$ cat config.mk
export PLATFORM = sky130hd
export DESIGN_NAME = framebuffer_reader
export DESIGN_NICKNAME = d
export VERILOG_FILES = /design/src/rtl/spirose_fb_pkg.sv /design/src/rtl/sync_fifo.sv /design/src/rtl/framebuffer_reader.sv
export SDC_FILE = /design/constraint.sdc
export NUM_CORES = 1
export LEC_CHECK = 0
export ABC_AREA = 0
export CORE_MARGIN = 8
export CORE_UTILIZATION = 56
export CTS_BUF_LIST = sky130_fd_sc_hd__clkbuf_4
export DETAILED_ROUTE_END_ITERATION = 10
export PLACE_DENSITY_LB_ADDON = 0.1
export SLEW_MARGIN = 20
export SYNTH_ARGS = -nofsm -noshare
export SYNTH_HDL_FRONTEND = slang
export SYNTH_SLANG_ARGS = --single-unit
$ cat constraint.sdc
create_clock -name clk -period 6.5 [get_ports clk]
set_input_delay 1.3 -clock clk [delete_from_list [all_inputs] [get_ports clk]]
set_output_delay 1.3 -clock clk [all_outputs]
set_load 0.02 [all_outputs]
$ cat src/rtl/spirose_fb_pkg.sv
// Shared constants, state encoding and address helpers for the framebuffer
// reader. The framebuffer is laid out column-major: column, then row, then word.
package spirose_fb_pkg;

  localparam int COLUMN_COUNT  = 128;
  localparam int MUX_COUNT     = 8;
  localparam int WORDS_PER_MUX = 768;
  localparam int DATA_W        = 30;
  localparam int FIFO_DEPTH    = 4;
  localparam int ADDR_W        = $clog2(COLUMN_COUNT * MUX_COUNT * WORDS_PER_MUX);

  localparam int COL_W  = $clog2(COLUMN_COUNT);
  localparam int ROW_W  = $clog2(MUX_COUNT);
  localparam int WORD_W = $clog2(WORDS_PER_MUX);

  localparam logic [COL_W-1:0]  COL_LAST  = COL_W'(COLUMN_COUNT - 1);
  localparam logic [ROW_W-1:0]  ROW_LAST  = ROW_W'(MUX_COUNT - 1);
  localparam logic [WORD_W-1:0] WORD_LAST = WORD_W'(WORDS_PER_MUX - 1);

  typedef enum logic [1:0] {
    IDLE,
    STREAM,
    DRAIN
  } fb_state_t;

  // Linear RAM address of (col, row, word); all arithmetic stays at ADDR_W.
  function automatic logic [ADDR_W-1:0] fb_addr(input logic [COL_W-1:0]  col,
                                                input logic [ROW_W-1:0]  row,
                                                input logic [WORD_W-1:0] word);
    logic [ADDR_W-1:0] line;
    line = ADDR_W'(col) * ADDR_W'(MUX_COUNT) + ADDR_W'(row);
    return line * ADDR_W'(WORDS_PER_MUX) + ADDR_W'(word);
  endfunction

  // One-hot row select for the driver multiplexer.
  function automatic logic [MUX_COUNT-1:0] row_onehot(input logic [ROW_W-1:0] row);
    return MUX_COUNT'(1) << row;
  endfunction

endpackage

$ cat src/rtl/sync_fifo.sv
// Small first-word-fall-through FIFO. The head word is held in its own
// register so the consumer sees a registered output that reads zero when empty.
module sync_fifo #(
  parameter  int DATA_W = 30,
  parameter  int DEPTH  = 4,
  localparam int PTR_W  = $clog2(DEPTH),
  localparam int CNT_W  = $clog2(DEPTH + 1)
) (
  input  logic              clk,
  input  logic              rst,
  input  logic              push,
  input  logic [DATA_W-1:0] wdata,
  input  logic              pop,
  output logic [DATA_W-1:0] rdata,
  output logic              empty,
  output logic              full,
  output logic [CNT_W-1:0]  count
);

  logic [DATA_W-1:0] mem [DEPTH];
  logic [PTR_W-1:0]  wr_ptr;
  logic [PTR_W-1:0]  rd_ptr;
  logic [DATA_W-1:0] head;
  logic              do_push;
  logic              do_pop;
  logic [CNT_W-1:0]  remain;
  logic [PTR_W-1:0]  rd_next;

  assign empty   = (count == '0);
  assign full    = (count == CNT_W'(DEPTH));
  assign do_pop  = pop && !empty;
  assign do_push = push && (!full || do_pop);
  // Entries that survive this cycle's pop, and where the next head lives.
  assign remain  = count - CNT_W'(do_pop);
  assign rd_next = rd_ptr + PTR_W'(do_pop);
  assign rdata   = head;

  // Storage array: data only, never reset.
  always_ff @(posedge clk) begin
    if (do_push) mem[wr_ptr] <= wdata;
  end

  // Pointer and occupancy bookkeeping; push+pop together leaves count unchanged.
  always_ff @(posedge clk or posedge rst) begin
    if (rst) begin
      wr_ptr <= '0;
      rd_ptr <= '0;
      count  <= '0;
    end else begin
      if (do_push) wr_ptr <= wr_ptr + PTR_W'(1);
      if (do_pop)  rd_ptr <= rd_ptr + PTR_W'(1);
      count <= count + CNT_W'(do_push) - CNT_W'(do_pop);
    end
  end

  // Head register: next stored word, else the word arriving into an empty FIFO.
  always_ff @(posedge clk or posedge rst) begin
    if (rst) begin
      head <= '0;
    end else if (remain != '0) begin
      head <= mem[rd_next];
    end else if (do_push) begin
      head <= wdata;
    end else begin
      head <= '0;
    end
  end

endmodule

$ cat src/rtl/framebuffer_reader.sv
// Streams one rotation slice of LED data from the framebuffer RAM to the
// driver controller, one 30-bit word per cycle under valid/ready, and steps
// the one-hot row multiplexer each time the driver latches a row.
module framebuffer_reader
  import spirose_fb_pkg::*;
(
  input  logic                 clk,
  input  logic                 rst,
  input  logic                 position_sync,
  input  logic                 column_ready,
  output logic [ADDR_W-1:0]    ram_addr,
  output logic                 ram_rd,
  input  logic [DATA_W-1:0]    ram_q,
  output logic [DATA_W-1:0]    framebuffer_dat,
  output logic                 fb_valid,
  input  logic                 fb_ready,
  input  logic                 row_latched,
  output logic [MUX_COUNT-1:0] mux_onehot,
  output logic                 column_done,
  output logic                 overrun
);

  localparam int CNT_W = $clog2(FIFO_DEPTH + 1);
  localparam int LVL_W = CNT_W + 1;
  localparam logic [LVL_W-1:0] LVL_LIMIT = LVL_W'(FIFO_DEPTH);

  fb_state_t         state_q;
  fb_state_t         state_d;
  logic [COL_W-1:0]  column;
  logic [COL_W-1:0]  cur_col;
  logic              pending;
  logic [ROW_W-1:0]  row;
  logic [WORD_W-1:0] word;
  logic              in_flight;
  logic              start;
  logic              issue;
  logic              finish;
  logic              pop;
  logic              fifo_empty;
  logic              fifo_full;
  logic [CNT_W-1:0]  fifo_count;
  logic [LVL_W-1:0]  level;
  logic              mux_started;
  logic [ROW_W-1:0]  display_row;
  logic [ROW_W-1:0]  display_next;

  assign fb_valid = !fifo_empty;
  assign pop      = fb_valid && fb_ready;
  // Words already buffered plus the one read still coming back from RAM.
  assign level    = LVL_W'(fifo_count) + LVL_W'(in_flight);
  assign ram_rd   = issue;
  assign ram_addr = fb_addr(cur_col, row, word);

  sync_fifo #(
    .DATA_W (DATA_W),
    .DEPTH  (FIFO_DEPTH)
  ) u_fifo (
    .clk   (clk),
    .rst   (rst),
    .push  (in_flight),
    .wdata (ram_q),
    .pop   (pop),
    .rdata (framebuffer_dat),
    .empty (fifo_empty),
    .full  (fifo_full),
    .count (fifo_count)
  );

  // Next-state and per-cycle strobes for the column streaming FSM.
  always_comb begin
    state_d = state_q;
    start   = 1'b0;
    issue   = 1'b0;
    finish  = 1'b0;
    unique case (state_q)
      IDLE: begin
        if (pending && column_ready) begin
          start   = 1'b1;
          state_d = STREAM;
        end
      end
      STREAM: begin
        if (level < LVL_LIMIT && !fifo_full) begin
          issue = 1'b1;
          if (row == ROW_LAST && word == WORD_LAST) state_d = DRAIN;
        end
      end
      DRAIN: begin
        if (pop && fifo_count == CNT_W'(1) && !in_flight) begin
          finish  = 1'b1;
          state_d = IDLE;
        end
      end
      default: state_d = IDLE;
    endcase
  end

  // FSM state register.
  always_ff @(posedge clk or posedge rst) begin
    if (rst) state_q <= IDLE;
    else     state_q <= state_d;
  end

  // Slice index tracking; a second sync before the first is consumed is an overrun.
  always_ff @(posedge clk or posedge rst) begin
    if (rst) begin
      column  <= COL_LAST;
      pending <= 1'b0;
      overrun <= 1'b0;
    end else if (position_sync) begin
      column  <= (column == COL_LAST) ? '0 : column + COL_W'(1);
      pending <= 1'b1;
      if (pending && !start) overrun <= 1'b1;
    end else if (start) begin
      pending <= 1'b0;
    end
  end

  // Read address walk: word fastest, then row, within the latched column.
  always_ff @(posedge clk or posedge rst) begin
    if (rst) begin
      cur_col <= '0;
      row     <= '0;
      word    <= '0;
    end else if (start) begin
      cur_col <= column;
      row     <= '0;
      word    <= '0;
    end else if (issue) begin
      if (word == WORD_LAST) begin
        word <= '0;
        if (row != ROW_LAST) row <= row + ROW_W'(1);
      end else begin
        word <= word + WORD_W'(1);
      end
    end
  end

  // RAM returns data one cycle after the strobe; mark that cycle for the FIFO push.
  always_ff @(posedge clk or posedge rst) begin
    if (rst) in_flight <= 1'b0;
    else     in_flight <= issue;
  end

  // Registered end-of-column pulse.
  always_ff @(posedge clk or posedge rst) begin
    if (rst) column_done <= 1'b0;
    else     column_done <= finish;
  end

  assign display_next = (display_row == ROW_LAST) ? '0 : display_row + ROW_W'(1);

  // Row multiplexer: blank until the first latch, then cycle through the rows.
  always_ff @(posedge clk or posedge rst) begin
    if (rst) begin
      mux_started <= 1'b0;
      display_row <= '0;
      mux_onehot  <= '0;
    end else if (row_latched) begin
      if (!mux_started) begin
        mux_started <= 1'b1;
        display_row <= '0;
        mux_onehot  <= row_onehot('0);
      end else begin
        display_row <= display_next;
        mux_onehot  <= row_onehot(display_next);
      end
    end
  end

endmodule

==> results.sh, run 1 <==
export IMPL_viasPerCell=5.46
export IMPL_slowest_stage="clkdlybuf4s50_1"
export IMPL_seq_area_sq_mm=0.00566
export IMPL_crit_type="flip-flop to primary output"
export IMPL_area_growth_pct=20.9
export IMPL_firstDrtPassIters=5
export IMPL_die_width_um=141
export IMPL_p_leak_nw=4.12
export IMPL_synth_area_sq_mm=0.00877
export IMPL_grtUsageTotal_pct=17.5
export IMPL_vias=5198
export IMPL_io_pins=98
export IMPL_finalSetupViolCount=0
export IMPL_crit_fanout=4
export IMPL_core_sq_mm=0.0153
export IMPL_synth_edf_count=120
export IMPL_first_iter_violations=240
export IMPL_finish_utilization_pct=69.5
export IMPL_clk_pin_slew_worst_paths_ns=0.07
export IMPL_wl_per_cell_um=18.1
export IMPL_ys_flop_type="edfxtp_1"
export IMPL_stdcell_area_sq_mm=0.0106
export IMPL_ys_seq_area_share_pct=64.6
export IMPL_portBuffers=97
export IMPL_synth_seq_cells=202
export IMPL_cap_viol_max_count=0
export IMPL_fin_crit_ns=5.12
export IMPL_worstPathCellList="ha_1, inv_1, fa_1, xor2_1, nor3_1, nor3b_2, o2111ai_2, a2111oi_4, xnor2_1, clkdlybuf4s50_1"
export IMPL_dp_hpwl_um=10800
export IMPL_power_density_mw_per_mm2=525
export IMPL_initial_core_util_pct=57.5
export IMPL_cp_slowest_stage_delay_ns=0.62
export IMPL_rows=45
export IMPL_num_fill_cells=1091
export IMPL_power_w=0.00557
export IMPL_clock_latency_ns=0.65
export IMPL_antenna_found_initial=0
export IMPL_ant_nets=0
export IMPL_worstSetupStartpointType="flip-flop"
export IMPL_die_h_um=141
export IMPL_drcViolationCount=0
export IMPL_antenna_cells=0
export IMPL_multi_input_area_sq_mm=0.00290
export IMPL_cts_hold_buf=0
export IMPL_drive_gt1_share_pct=20.5
export IMPL_cts_resized=0
export IMPL_synthCells=574
export IMPL_tns_ns=0
export IMPL_cts_tree="done"
export IMPL_numCtsBuffers=51
export IMPL_layout_commonest_cell="edfxtp_1"
export IMPL_hold_path_class="flip-flop to flip-flop"
export IMPL_mostFrequentLayoutCells="edfxtp_1 (120), clkdlybuf4s50_1 (97), clkbuf_4 (76)"
export IMPL_dieArea_sq_mm=0.0199
export IMPL_status="finished clean"
export IMPL_drv_slew=0
export IMPL_synth_warnings=0
export IMPL_clock_skew_ns=0.0327
export IMPL_max_slew_margin_rel_pct=36.1
export IMPL_totalWireLength_um=17200
export IMPL_post_cts_buffers=0
export IMPL_grt_overflow=0
export IMPL_placed_cell_area_sq_mm=0.00995
export IMPL_place_gp_congestion=0.804
export IMPL_required_ns=5.20
export IMPL_ir_drop_mv=0.331
export IMPL_yosysUniqueCellTypes=68
export IMPL_h_tree_depth=2
export IMPL_rsz0062_at_grt="no"
export IMPL_fin_crit_sh_pct=78.8
export IMPL_grt_pass1_vias=5498
export IMPL_grt_max_degree=83
export IMPL_nets=770
export IMPL_synth_nets=645
export IMPL_worstSetupEndpointType="primary output"
export IMPL_cts_num_sinks=202
export IMPL_grt_pass1_wl_um=27600
export IMPL_synth_area_per_cell_sq_um=15.3
export IMPL_worstPathArrival_ns=3.82
export IMPL_cts_path_max_buffers=3
export IMPL_fmax_mhz=195
export IMPL_cts_root_buffer="clkbuf_4"
export IMPL_synthArstFlopShare_pct=40.6
export IMPL_tightest_slew_ns=0.958
export IMPL_hold_viol=0
worst paths after layout:
kind,from,end,slack [ns],depth (start not counted)
max,row[1],ram_addr[19],1.38,10
min,column[2],column[2],0.51,1
max reg2reg,u_fifo.count[1],u_fifo.rdata[19],3.20,11
min reg2reg,column[2],column[2],0.51,1
max in group asynchronous,rst,mux_onehot[0],4.77,3
min in group asynchronous,rst,u_fifo.rdata[5],1.16,3
worst max-delay path, delay by kind of cell, from the launching register on:
kind | cells | cell delay, ns
xor gates and xnor gates | 2 | 0.37
adders and majority gates | 2 | 0.69
AOI/OAI and AO/OA | 2 | 0.56
DFF | 1 | 0.40
and+or+nand+nor | 2 | 0.50
buffers and inverters | 2 | 0.69
metal layers:
layer | vias up | global-route usage, % | part of all wire [%]
li1 | 2442 | - | -
met1 | 2578 | 21.4 | 41
met2 | 153 | 29.3 | 51
met3 | 25 | 4.79 | 7.1
met4 | 0 | 6.45 | 1.5
met5 | - | 0 | 0
cells in the mapped netlist (all sizes together) (8+ instances only):
library cell    n  area (sq um)
buf            13          80.1
o21ai          13          65.1
dfrtp          75          1880
nor2           29           109
inv            29           109
nand2          44           168
nand3           9          50.1
mux4           30           676
ha             32           400
a22o           30           263
xnor2          18           158
edfxtp        120          3600
xor2           13           114
clkbuf         17          63.8
a21oi           8          40.0
stage by stage:
| stage | worst slack [ns] | hold slack (ns) | std cells |
|---|---|---|---|
| after floorplan | 2.70 | 0.464 | 574 |
| after global placement | 2.05 | 0.485 | 857 |
| after detailed placement | 1.97 | 0.499 | 857 |
| after CTS | 1.27 | 0.506 | 952 |
| after global routing | 1.09 | 0.517 | 952 |
| final | 1.38 | 0.508 | 952 |
layout make-up:
class,instances,share of cell area (%)
Tap cell,211,2.49
Inverter,29,1.04
Clock inverter,19,0.767
Clock buffer,76,5.38
Sequential cell,202,53.4
Timing Repair Buffer,102,9.55
Multi-Input combinational cell,313,27.3
registers in the layout (all words and copies together), names as in the netlist:
register / cells
u_fifo.rd_ptr: 2
mux_onehot: 8
in_flight: 1
column: 7
word: 10
state_q: 2
u_fifo.mem: 120
u_fifo.count: 3
row: 3
u_fifo.rdata: 30
column_done: 1
mux_started: 1
display_row: 3
overrun: 1
pending: 1
cur_col: 7
u_fifo.wr_ptr: 2
cell families (layout without fill, tap and decap cells):
logic type | after synthesis | count (layout) | share of synthesized area [%]
flops | 202 | 202 | 64.6
fa+ha+maj | 35 | 35 | 5.25
xor+xnor | 31 | 31 | 3.10
buf+inv | 59 | 226 | 2.88
mux | 32 | 32 | 7.94
simple gates | 125 | 125 | 7.23
compound gates | 90 | 90 | 9.03
power by group:
| part | leakage (nW) | switching [W] | internal, W | total (W) |
|---|---|---|---|---|
| registers | 2.09 | 0.000198 | 0.00180 | 0.00200 |
| clock network | 0.383 | 0.000496 | 0.000539 | 0.00103 |
| logic | 1.65 | 0.00133 | 0.00120 | 0.00253 |
Power figures use the tool's default switching activity.
==> run 2, diff against run 1 <==
CORE_UTILIZATION = 53   (was 56)
clock period = 4.37 ns   (was 6.5 ns; I/O delays follow)
==> results.sh, run 2 (same netlist as run 1, synthesis figures left out) <==
export IMPL_min_to="overrun"
export IMPL_fin_crit_ns=4.17
export IMPL_cts_tree="done"
export IMPL_finish_utilization_pct=65.6
export IMPL_required_ns=3.50
export IMPL_min_from="overrun"
export IMPL_postLayoutSetupSlackWorst_ns=0.196
export IMPL_worstSetupEndpointType="primary output"
export IMPL_area_growth_pct=22.7
export IMPL_r2r_start="u_fifo.count[1]"
export IMPL_firstDrtPassIters=5
export IMPL_hold_path_class="flip-flop to flip-flop"
export IMPL_highest_layer="met4"
export IMPL_core_sq_mm=0.0164
export IMPL_drv_slew=0
export IMPL_cts_root_buffer="clkbuf_4"
export IMPL_status="finished clean"
export IMPL_r2r_setup_slack_ns=1.70
export IMPL_met2_length_um=8740
export IMPL_power_density_mw_per_mm2=790
export IMPL_viasPerCell=5.48
export IMPL_initial_core_util_pct=53.5
export IMPL_drive_gt1_share_pct=23.6
export IMPL_vias=5319
export IMPL_cts_path_max_buffers=3
export IMPL_holdPathStages=1
export IMPL_cap_viol_max_count=0
export IMPL_totalWireLength_um=17400
export IMPL_clk_pin_slew_worst_paths_ns=0.06
export IMPL_clock_latency_ns=0.64
export IMPL_rr_endpoint="u_fifo.rdata[16]"
export IMPL_finalSetupViolCount=0
export IMPL_dp_hpwl_um=11200
export IMPL_worstPathArrival_ns=3.30
export IMPL_crit_type="flip-flop to primary output"
export IMPL_mostFrequentLayoutCells="edfxtp_1 (120), clkdlybuf4s50_1 (92), clkbuf_4 (86)"
export IMPL_largest_register="u_fifo.mem"
export IMPL_wl_met3_um=1030
export IMPL_p_leak_nw=4.21
export IMPL_nets=779
export IMPL_die_width_um=145
export IMPL_wl_per_cell_um=17.9
export IMPL_power_w=0.00850
export IMPL_max_slew_margin_rel_pct=40.5
export IMPL_place_gp_congestion=0.784
export IMPL_cts_num_sinks=202
export IMPL_antenna_found_initial=1
export IMPL_dieArea_sq_mm=0.0209
export IMPL_dp_slack_ns=0.276
export IMPL_drcViolationCount=0
export IMPL_tightest_slew_ns=0.893
export IMPL_ant_nets=0
export IMPL_wl_met1_um=7290
export IMPL_h_tree_depth=2
export IMPL_grt_pass1_wl_um=28500
export IMPL_hold_viol=0
export IMPL_crit_fanout=4
export IMPL_portBuffers=97
export IMPL_first_iter_violations=220
export IMPL_io_pins=98
export IMPL_worstSetupStartpointType="flip-flop"
export IMPL_fin_crit_sh_pct=95.5
export IMPL_grt_overflow=0
export IMPL_fmax_mhz=240
export IMPL_rows=47
export IMPL_clock_skew_ns=0.0407
export IMPL_worst_r2r_path_depth=7
export IMPL_die_h_um=145
export IMPL_ir_drop_mv=0.584
export IMPL_grt_max_degree=49
export IMPL_grtUsageTotal_pct=17.4
export IMPL_grt_pass1_vias=5814
export IMPL_numCtsBuffers=51
export IMPL_largest_reg_flops=120
export IMPL_layout_commonest_cell="edfxtp_1"
[run 2: cell types whose count changed in the layout (fill, tap and decap cells not counted), sizes merged, moves of 2 or more]
cell / before / now
clkinv: 19 / 6
clkbuf: 76 / 86
buf: 5 / 14
clkdlybuf4s50: 97 / 92
dlygate4sd2: 0 / 4
diode: 0 / 2
[run 2: layout make-up]
cell class                      count  area (sq um)
Antenna cell                        2          5.00
Clock buffer                       86           646
Clock inverter                      8          37.5
Fill cell                        1200          5650
Inverter                           29           110
Multi-Input combinational cell    313          2940
Sequential cell                   202          5670
Tap cell                          220           275
Timing Repair Buffer              111          1080
[run 2: what timing repair did]
item	in CTS	in global routing
setup buffers	1	3
hold buffers	0	0
pin swaps	2	1
resized for setup	10	5
setup endpoints to repair	5	2
[run 2: per-stage QoR]
step / TNS (ns) / instance area, sq um / cells / hold WS [ns]
after floorplan: 0 / 8770 / 574 / 0.464
after global routing: -0.0117 / 10800 / 970 / 0.526
after global placement: 0 / 10000 / 871 / 0.483
after CTS: 0 / 10700 / 966 / 0.502
final: 0 / 10800 / 971 / 0.502
after detailed placement: 0 / 10000 / 871 / 0.486
[run 2: layer usage]
metal  vias up  global-route usage, %
li1       2453                      -
met1      2667                   21.4
met2       159                   29.7
met3        40                   3.74
met4         0                   6.24
met5         -                      0
[run 2: worst max-delay path, cell delays in order, from the launching register on]
cell             delay (ns)
dfrtp_1                0.44
ha_4                   0.19
inv_1                  0.05
fa_2                   0.37
xor2_1                 0.22
nor3_2                 0.21
nor3b_4                0.27
o2111ai_4              0.16
a2111oi_4              0.36
xnor2_1                0.15
clkdlybuf4s15_2        0.28
[run 2: worst max path at each step]
stage	startpoint	to	slack, ns
finish	row[0]	ram_addr[19]	0.20
global route	row[0]	ram_addr[19]	-0.01
CTS	row[0]	ram_addr[19]	0.07
detailed placement	row[0]	ram_addr[19]	0.28
global placement	row[0]	ram_addr[19]	0.34
floorplan	row[0]	ram_addr[19]	1.0
[run 2: power breakdown]
part / switching, W / total (W) / internal, W / leakage [nW]
Clock: 0.000719 / 0.00160 / 0.000883 / 0.408
Combinational: 0.00206 / 0.00392 / 0.00186 / 1.71
Sequential: 0.000290 / 0.00297 / 0.00268 / 2.09
